==> src/rtl/seq_magnitude_comparator.sv <==
//------------------------------------------------------------------------------
// Module  : seq_magnitude_comparator
// Brief   : Multi-cycle MSB-first magnitude comparator, CHUNK bits per clock,
//           unsigned or two's-complement compare with optional early exit.
// Revision: 1.0
//------------------------------------------------------------------------------
`default_nettype none

module seq_magnitude_comparator #(
  parameter int WIDTH      = 8,
  parameter int CHUNK      = 2,
  parameter int EARLY_EXIT = 1
) (
  input  logic             clk,
  input  logic             rst,
  input  logic             start,
  input  logic             signed_mode,
  input  logic [WIDTH-1:0] A,
  input  logic [WIDTH-1:0] B,
  output logic             busy,
  output logic             done,
  output logic             eq,
  output logic             a_less_b,
  output logic             a_greater_b
);

  localparam int NCHUNK = WIDTH / CHUNK;
  localparam int IDX_W  = (NCHUNK > 1) ? $clog2(NCHUNK) : 1;

  typedef enum logic [0:0] {
    S_IDLE = 1'b0,
    S_RUN  = 1'b1
  } state_t;

  state_t             state_q, state_d;
  logic [IDX_W-1:0]   idx_q, idx_d;
  logic [WIDTH-1:0]   a_q, a_d;
  logic [WIDTH-1:0]   b_q, b_d;
  logic               busy_q, busy_d;
  logic               done_q, done_d;
  logic               eq_q, eq_d;
  logic               lt_q, lt_d;
  logic               gt_q, gt_d;
  logic               plt_q, plt_d;
  logic               pgt_q, pgt_d;

  logic [CHUNK-1:0]   a_chunk;
  logic [CHUNK-1:0]   b_chunk;
  logic               chunk_neq;
  logic               run_lt;
  logic               run_gt;
  logic               finish;

  // Operands shift left each step, so the chunk under test is always the top one.
  assign a_chunk   = a_q[WIDTH-1 -: CHUNK];
  assign b_chunk   = b_q[WIDTH-1 -: CHUNK];
  assign chunk_neq = (a_chunk != b_chunk);

  // Without early exit the first unequal chunk still decides; later chunks cannot override it.
  assign run_lt = plt_q | (~pgt_q & (a_chunk < b_chunk));
  assign run_gt = pgt_q | (~plt_q & (a_chunk > b_chunk));
  assign finish = (chunk_neq && (EARLY_EXIT != 0)) || (idx_q == '0);

  always_comb begin
    state_d = state_q;
    idx_d   = idx_q;
    a_d     = a_q;
    b_d     = b_q;
    busy_d  = busy_q;
    done_d  = 1'b0;
    eq_d    = eq_q;
    lt_d    = lt_q;
    gt_d    = gt_q;
    plt_d   = plt_q;
    pgt_d   = pgt_q;

    case (state_q)
      S_IDLE: begin
        if (start) begin
          // Flipping the sign bit maps two's complement onto offset binary.
          a_d            = A;
          b_d            = B;
          a_d[WIDTH-1]   = A[WIDTH-1] ^ signed_mode;
          b_d[WIDTH-1]   = B[WIDTH-1] ^ signed_mode;
          idx_d          = IDX_W'(NCHUNK - 1);
          plt_d          = 1'b0;
          pgt_d          = 1'b0;
          busy_d         = 1'b1;
          state_d        = S_RUN;
        end
      end
      S_RUN: begin
        if (finish) begin
          lt_d    = run_lt;
          gt_d    = run_gt;
          eq_d    = ~(run_lt | run_gt);
          busy_d  = 1'b0;
          done_d  = 1'b1;
          state_d = S_IDLE;
        end else begin
          idx_d = idx_q - IDX_W'(1);
          a_d   = a_q << CHUNK;
          b_d   = b_q << CHUNK;
          plt_d = run_lt;
          pgt_d = run_gt;
        end
      end
      default: state_d = S_IDLE;
    endcase
  end

  always_ff @(posedge clk) begin
    if (rst) begin
      state_q <= S_IDLE;
      idx_q   <= '0;
      a_q     <= '0;
      b_q     <= '0;
      busy_q  <= 1'b0;
      done_q  <= 1'b0;
      eq_q    <= 1'b0;
      lt_q    <= 1'b0;
      gt_q    <= 1'b0;
      plt_q   <= 1'b0;
      pgt_q   <= 1'b0;
    end else begin
      state_q <= state_d;
      idx_q   <= idx_d;
      a_q     <= a_d;
      b_q     <= b_d;
      busy_q  <= busy_d;
      done_q  <= done_d;
      eq_q    <= eq_d;
      lt_q    <= lt_d;
      gt_q    <= gt_d;
      plt_q   <= plt_d;
      pgt_q   <= pgt_d;
    end
  end

  assign busy        = busy_q;
  assign done        = done_q;
  assign eq          = eq_q;
  assign a_less_b    = lt_q;
  assign a_greater_b = gt_q;

endmodule

`default_nettype wire

==> config.mk <==
export PLATFORM = sky130hd
export DESIGN_NAME = seq_magnitude_comparator
export DESIGN_NICKNAME = d
export VERILOG_FILES = /design/src/rtl/seq_magnitude_comparator.sv
export SDC_FILE = /design/constraint.sdc
export NUM_CORES = 1
export LEC_CHECK = 0
export CORE_MARGIN = 5
export CORE_UTILIZATION = 53
export DETAILED_ROUTE_END_ITERATION = 6
export GPL_ROUTABILITY_DRIVEN = 0
export PLACE_DENSITY = 0.87
export SLEW_MARGIN = 20
export SYNTH_ARGS = -nofsm -noshare
export SYNTH_HDL_FRONTEND = slang
export SYNTH_SLANG_ARGS = --single-unit
==> constraint.sdc <==
create_clock -name clk -period 3 [get_ports clk]
set_input_delay 0.6 -clock clk [delete_from_list [all_inputs] [get_ports clk]]
set_output_delay 0.6 -clock clk [all_outputs]
set_load 0.05 [all_outputs]
==> results.json, run 1 <==
{
  "final_nets": 172,
  "clock-sinks": 26,
  "cpPeakStageDelay_ns": 0.80,
  "post-route-period-util": 0.699,
  "reg2reg_depth": 5,
  "cts_resized": 0,
  "endpoint_kind": "output pin",
  "overflow": 0,
  "crit_fanout": 2,
  "clkPwrFrac": 0.282,
  "tns_ns": 0,
  "grt_max_degree": 19,
  "crit_chain": "clkdlybuf4s50_1",
  "max_freq_mhz": 477,
  "grt_setup_unrepaired": "false",
  "fp.dieW_um": 58.0,
  "syn_nets": 150,
  "netlist_instances": 127,
  "ff2ff_setup_slack_ns": 1.11,
  "dp.cells": 172,
  "min_to": "b_q[0]$_SDFFE_PP0P_",
  "max_cap_violations": 0,
  "synth-seq-cells": 26,
  "criticalPathCategory": "flop to output pin",
  "hold_buffers": 0,
  "combPwrFrac": 0.253,
  "ys_types": 33,
  "setup_viol": 0,
  "status": "finished clean",
  "drt-initial-drc-count": 24,
  "worstHoldPathCells": 2,
  "n_fill_cell": 183,
  "place_area_mm2": 0.00146,
  "clockBufferDepth": 2,
  "cts_tree": "built",
  "antenna_found_initial": 0,
  "placementRows": 17,
  "maxSlewViolCount": 0,
  "port_buffers": 24,
  "path_delay_family": "buffers and inverters",
  "firstDrtPassIters": 4,
  "postRouteAntennaNets": 0,
  "fin_worst_skew_ns": 0.00270,
  "power_density_mw_per_mm2": 569,
  "path_buf_inv": 1,
  "grt_pass1_vias": 1000,
  "root_buffer": "clkbuf_4",
  "worstMarginPinSlew_ns": 0.584,
  "layout_common_cells": "dfxtp_1, clkdlybuf4s50_1, nor3_1",
  "vdd_drop_max_mv": 0.452,
  "track_usage": 0.160,
  "viasPerCell": 5.78,
  "die_h_um": 58.0,
  "numCtsBuffers": 3,
  "dr_total_vias": 1017,
  "layout_commonest_cell": "dfxtp_1",
  "start_util": 0.553,
  "finalNonFillerCells": 176,
  "r2r-end": "a_q[5]$_SDFFE_PP0P_",
  "ys_seq_area_frac": 0.426,
  "cp.required_ns": 2.40,
  "arrival_ns": 1.50,
  "drcViolationCount": 0,
  "clk_pin_slew_ns": 0.14,
  "dpl.hpwl_um": 1860,
  "switchingPower_uw": 246,
  "reg2reg_from": "b_q[7]$_SDFFE_PP0P_",
  "syn_area_mm2": 0.00122,
  "area_delta_synth_final_pct": 23.7,
  "grt_pass1_wl_um": 4220,
  "diodes": 0,
  "drive_gt1_frac": 0.108,
  "cts_max_level": 1,
  "avgSynthCellArea_um2": 9.63,
  "seqPwrFrac": 0.465,
  "critPathLaunchType": "flop",
  "ios": 25,
  "synth_top_area_frac": 0.426,
  "hold_viol": 0,
  "design_area_mm2": 0.00151,
  "post_cts_buffers": 0,
  "leakage_uw": 0.000536,
  "max-slew-margin-rel": 0.610,
  "hold_start": "b_q[0]$_SDFFE_PP0P_",
  "core_area_mm2": 0.00221,
  "slowest_stage": "clkdlybuf4s50_1",
  "clk_latency_ns": 0.33,
  "die_area_mm2": 0.00337,
  "switching_share": 0.286,
  "yosysWarnings": 0,
  "wl_per_cell_um": 14.4,
  "synth_area_leader_cell": "dfxtp_1",
  "hold_class": "flop to flop",
  "power_uw": 860,
  "min_period_ns": 2.10,
  "p_int_uw": 615,
  "synthTopCellsByArea": "dfxtp_1, mux2i_1, a211oi_2, nor3_1, a21oi_1",
  "routed_wl_um": 2540
}
==> metal layers <==
layer | vias to the layer above | track usage | routed length [um]
met5 | - | 0 | 0
met4 | 0 | 0.0828 | 57
met3 | 8 | 0.0267 | 173
met2 | 43 | 0.303 | 1330
li1 | 501 | - | -
met1 | 465 | 0.166 | 984
==> sequential cells by signal, indices dropped and copies added, names as in the netlist <==
signal / cells
a_q: 8
b_q: 8
idx_q: 2
a_greater_b: 1
a_less_b: 1
busy: 1
done: 1
eq: 1
pgt_q: 1
plt_q: 1
state_q: 1
==> layout make-up <==
cell class              instances  area [um2]  area share
flip-flops and latches         26         520       0.344
clock inverters                 1        30.0      0.0199
multi-input cells              84         616       0.407
well taps                      28        35.0      0.0232
inverters                       7        26.3      0.0174
repair buffers                 27         263       0.174
clock buffers                   3        22.5      0.0149
==> worst max path at each step <==
stage                                        start                     to  slack (ns)  depth (start not counted)
after floorplan                b_q[7]$_SDFFE_PP0P_    a_q[4]$_SDFFE_PP0P_        1.51                          7
after global placement                       start  idx_q[1]$_SDFFE_PP0P_        1.02                          4
after detailed placement                     start    a_q[2]$_SDFFE_PP0P_        0.93                          4
after CTS                 a_greater_b$_SDFFE_PP0P_            a_greater_b        0.88                          1
after global routing               eq$_SDFFE_PP0P_                     eq        0.87                          1
final                     a_greater_b$_SDFFE_PP0P_            a_greater_b        0.90                          1
==> power groups by stage <==
stage	clock, uW	combinational (uW)	sequential, uW
5_1_grt	256	239	404
3_5_place_dp	0	217	408
4_1_cts	247	218	400
3_3_place_gp	0	211	406
2_1_floorplan	0	140	423
6_report	243	218	400
==> metrics by stage <==
stage                     hold WS, ns  setup WS (ns)  utilization
after global routing            0.506          0.869        0.684
after detailed placement        0.464          0.934        0.660
after CTS                       0.483          0.882        0.684
after floorplan                 0.440           1.51            -
final                           0.480          0.904        0.684
after global placement          0.445           1.02        0.660
==> Yosys cell counts (all sizes together) <==
master and number:
dfxtp 26, nor3 13, a211oi 12, mux2i 10
a21oi 9, buf 8, inv 7, nand2 7
nand2b 4, nand3 4, ha 3, clkbuf 2
nor2 2, nor2b 2, o21ai 2, o2bb2ai 2
xnor2 2, a21bo 1, a221o 1, a311oi 1
a31oi 1, and2 1, and4b 1, nand3b 1
nand4b 1, nor4 1, nor4bb 1, o2111ai 1
o21a 1
==> cell families after synthesis <==
| kind of cell | Yosys count | share of synthesized area |
|---|---|---|
| AND/OR/NAND/NOR | 38 | 0.173 |
| AO/OA/AOI/OAI | 31 | 0.204 |
| flip-flops | 26 | 0.426 |
| buffers and inverters | 17 | 0.0706 |
| multiplexers | 10 | 0.0819 |
| adder cells (fa/ha/maj) | 3 | 0.0307 |
| XOR/XNOR | 2 | 0.0143 |
Note: power is estimated with default switching activity, not from simulation.
==> run 2, diff against run 1 <==
--- a/config.mk
+++ b/config.mk
@@ -5,11 +5,12 @@
 export SDC_FILE = /design/constraint.sdc
 export NUM_CORES = 1
 export LEC_CHECK = 0
+export CORE_ASPECT_RATIO = 2
 export CORE_MARGIN = 5
-export CORE_UTILIZATION = 53
+export CORE_UTILIZATION = 45
 export DETAILED_ROUTE_END_ITERATION = 6
 export GPL_ROUTABILITY_DRIVEN = 0
-export PLACE_DENSITY = 0.87
+export PLACE_DENSITY = 0.79
 export SLEW_MARGIN = 20
 export SYNTH_ARGS = -nofsm -noshare
 export SYNTH_HDL_FRONTEND = slang
==> constraint.sdc (replaced) <==
create_clock -name clk -period 1.9 [get_ports clk]
set_input_delay 0.38 -clock clk [delete_from_list [all_inputs] [get_ports clk]]
set_output_delay 0.38 -clock clk [all_outputs]
set_load 0.05 [all_outputs]
==> run 2 against run 1 <==
Design area rose by 3.1%. Clock skew increased by 0.00071 ns. Sequential power increased by 57%. Critical endpoint is now a_less_b. Via count increased by 2.8%. Total power up 57%. Clock power grew 47%. Hold slack worse by 0.00055 ns. Highest routed layer unchanged. Global-route usage down 1.2 points.
==> results.json, run 2 (same netlist as run 1, synthesis figures left out) <==
{
  "status": "finished clean",
  "max-slew-margin-rel": 0.662,
  "start_util": 0.476,
  "worstMarginPinSlew_ns": 0.507,
  "ios": 25,
  "clk_pin_slew_ns": 0.09,
  "area_delta_synth_final_pct": 27.6,
  "wl_per_cell_um": 14.6,
  "root_buffer": "clkbuf_8",
  "reg2reg_depth": 5,
  "clockBufferDepth": 2,
  "path_buf_inv": 1,
  "port_buffers": 24,
  "postRouteAntennaNets": 0,
  "final_nets": 177,
  "reg.largest.list": "a_q: 8 flops, b_q: 8 flops, idx_q: 2 flops",
  "crit_fanout": 2,
  "leakage_uw": 0.000569,
  "placementRows": 26,
  "drt-initial-drc-count": 19,
  "layout_common_cells": "dfxtp_1, clkdlybuf4s50_1, nor3_1",
  "antenna_found_initial": 0,
  "dp_slack_ns": 0.256,
  "critPathLaunchType": "flop",
  "min_period_ns": 1.79,
  "crit_chain": "clkdlybuf4s50_1",
  "routed_wl_um": 2630,
  "max_freq_mhz": 559,
  "fin_worst_skew_ns": 0.00342,
  "clkPwrFrac": 0.265,
  "clk_latency_ns": 0.27,
  "hold_viol": 0,
  "post-route-period-util": 0.941,
  "hold_buffers": 0,
  "cts_tree": "built",
  "max_cap_violations": 0,
  "path_delay_family": "buffers and inverters",
  "setup_viol": 0,
  "grt_setup_unrepaired": "false",
  "post_cts_buffers": 0,
  "drive_gt1_frac": 0.150,
  "cts_max_level": 1,
  "track_usage": 0.148,
  "fp.dieW_um": 46.9,
  "numCtsBuffers": 3,
  "worst_hold_slack_ns": 0.479,
  "grt_pass1_wl_um": 4450,
  "power_density_mw_per_mm2": 866,
  "cpPeakStageDelay_ns": 0.80,
  "viasPerCell": 5.77,
  "drcViolationCount": 0,
  "grt_max_degree": 20,
  "hold_class": "flop to flop",
  "dr_total_vias": 1045,
  "switching_share": 0.294,
  "dpl.hpwl_um": 2030,
  "path_depth": 1,
  "seqPwrFrac": 0.465,
  "diodes": 0,
  "firstDrtPassIters": 4,
  "core_area_mm2": 0.00257,
  "die_area_mm2": 0.00392,
  "grt_pass1_vias": 1031,
  "vdd_drop_max_mv": 0.687,
  "worstHoldPathCells": 2,
  "tns_ns": 0,
  "p_int_uw": 954,
  "combPwrFrac": 0.270,
  "setup_ws_ns": 0.112,
  "clock-sinks": 26,
  "switchingPower_uw": 397,
  "layout_commonest_cell": "dfxtp_1",
  "endpoint_kind": "output pin",
  "criticalPathCategory": "flop to output pin",
  "overflow": 0,
  "cp.required_ns": 1.52,
  "slowest_stage": "clkdlybuf4s50_1",
  "die_h_um": 83.7,
  "maxSlewViolCount": 0,
  "n_fill_cell": 208,
  "arrival_ns": 1.41,
  "cts_resized": 0
}
[run 2: cell types whose count changed in the layout (fill, tap and decap cells not counted), sizes merged]
| cell | change |
|---|---|
| buf | +7 |
| clkdlybuf4s50 | -2 |
| bufinv | -1 |
| clkbuf | +1 |
[run 2: power by group through the flow]
stage / clock (uW) / sequential [uW] / combinational [uW]
2_1_floorplan: 0 / 669 / 221
3_3_place_gp: 0 / 640 / 354
3_5_place_dp: 0 / 640 / 363
4_1_cts: 360 / 628 / 366
5_1_grt: 388 / 635 / 398
6_report: 358 / 628 / 365
[run 2: layer usage]
layer | GRT usage | part of all wire
met1 | 0.175 | 0.39
met2 | 0.250 | 0.55
met3 | 0.0216 | 0.037
met5 | 0 | 0
met4 | 0.0605 | 0.022
[run 2: worst paths after layout]
check / startpoint / end / slack, ns
setup / recovery: a_less_b$_SDFFE_PP0P_ / a_less_b / 0.11
hold / removal: b_q[0]$_SDFFE_PP0P_ / b_q[0]$_SDFFE_PP0P_ / 0.48
setup reg to reg: b_q[7]$_SDFFE_PP0P_ / idx_q[0]$_SDFFE_PP0P_ / 0.18
hold reg to reg: b_q[0]$_SDFFE_PP0P_ / b_q[0]$_SDFFE_PP0P_ / 0.48
[run 2: final cells by class]
| class | instances | area, um2 | area share |
|---|---|---|---|
| clock buffer | 4 | 55.1 | 0.0353 |
| multi-input combinational | 84 | 616 | 0.395 |
| tap | 28 | 35.0 | 0.0225 |
| inverter | 7 | 26.3 | 0.0168 |
| sequential | 26 | 520 | 0.334 |
| timing repair buffer | 32 | 308 | 0.197 |
[run 2: metrics by stage]
| stage | cells | power, uW | utilization | area [um2] |
|---|---|---|---|---|
| 5_1_grt | 181 | 1420 | 0.607 | 1560 |
| 4_1_cts | 181 | 1350 | 0.607 | 1560 |
| 6_report | 181 | 1350 | 0.607 | 1560 |
| 2_1_floorplan | 127 | 890 | - | 1220 |
| 3_5_place_dp | 177 | 1000 | 0.586 | 1510 |
| 3_3_place_gp | 177 | 993 | 0.586 | 1510 |
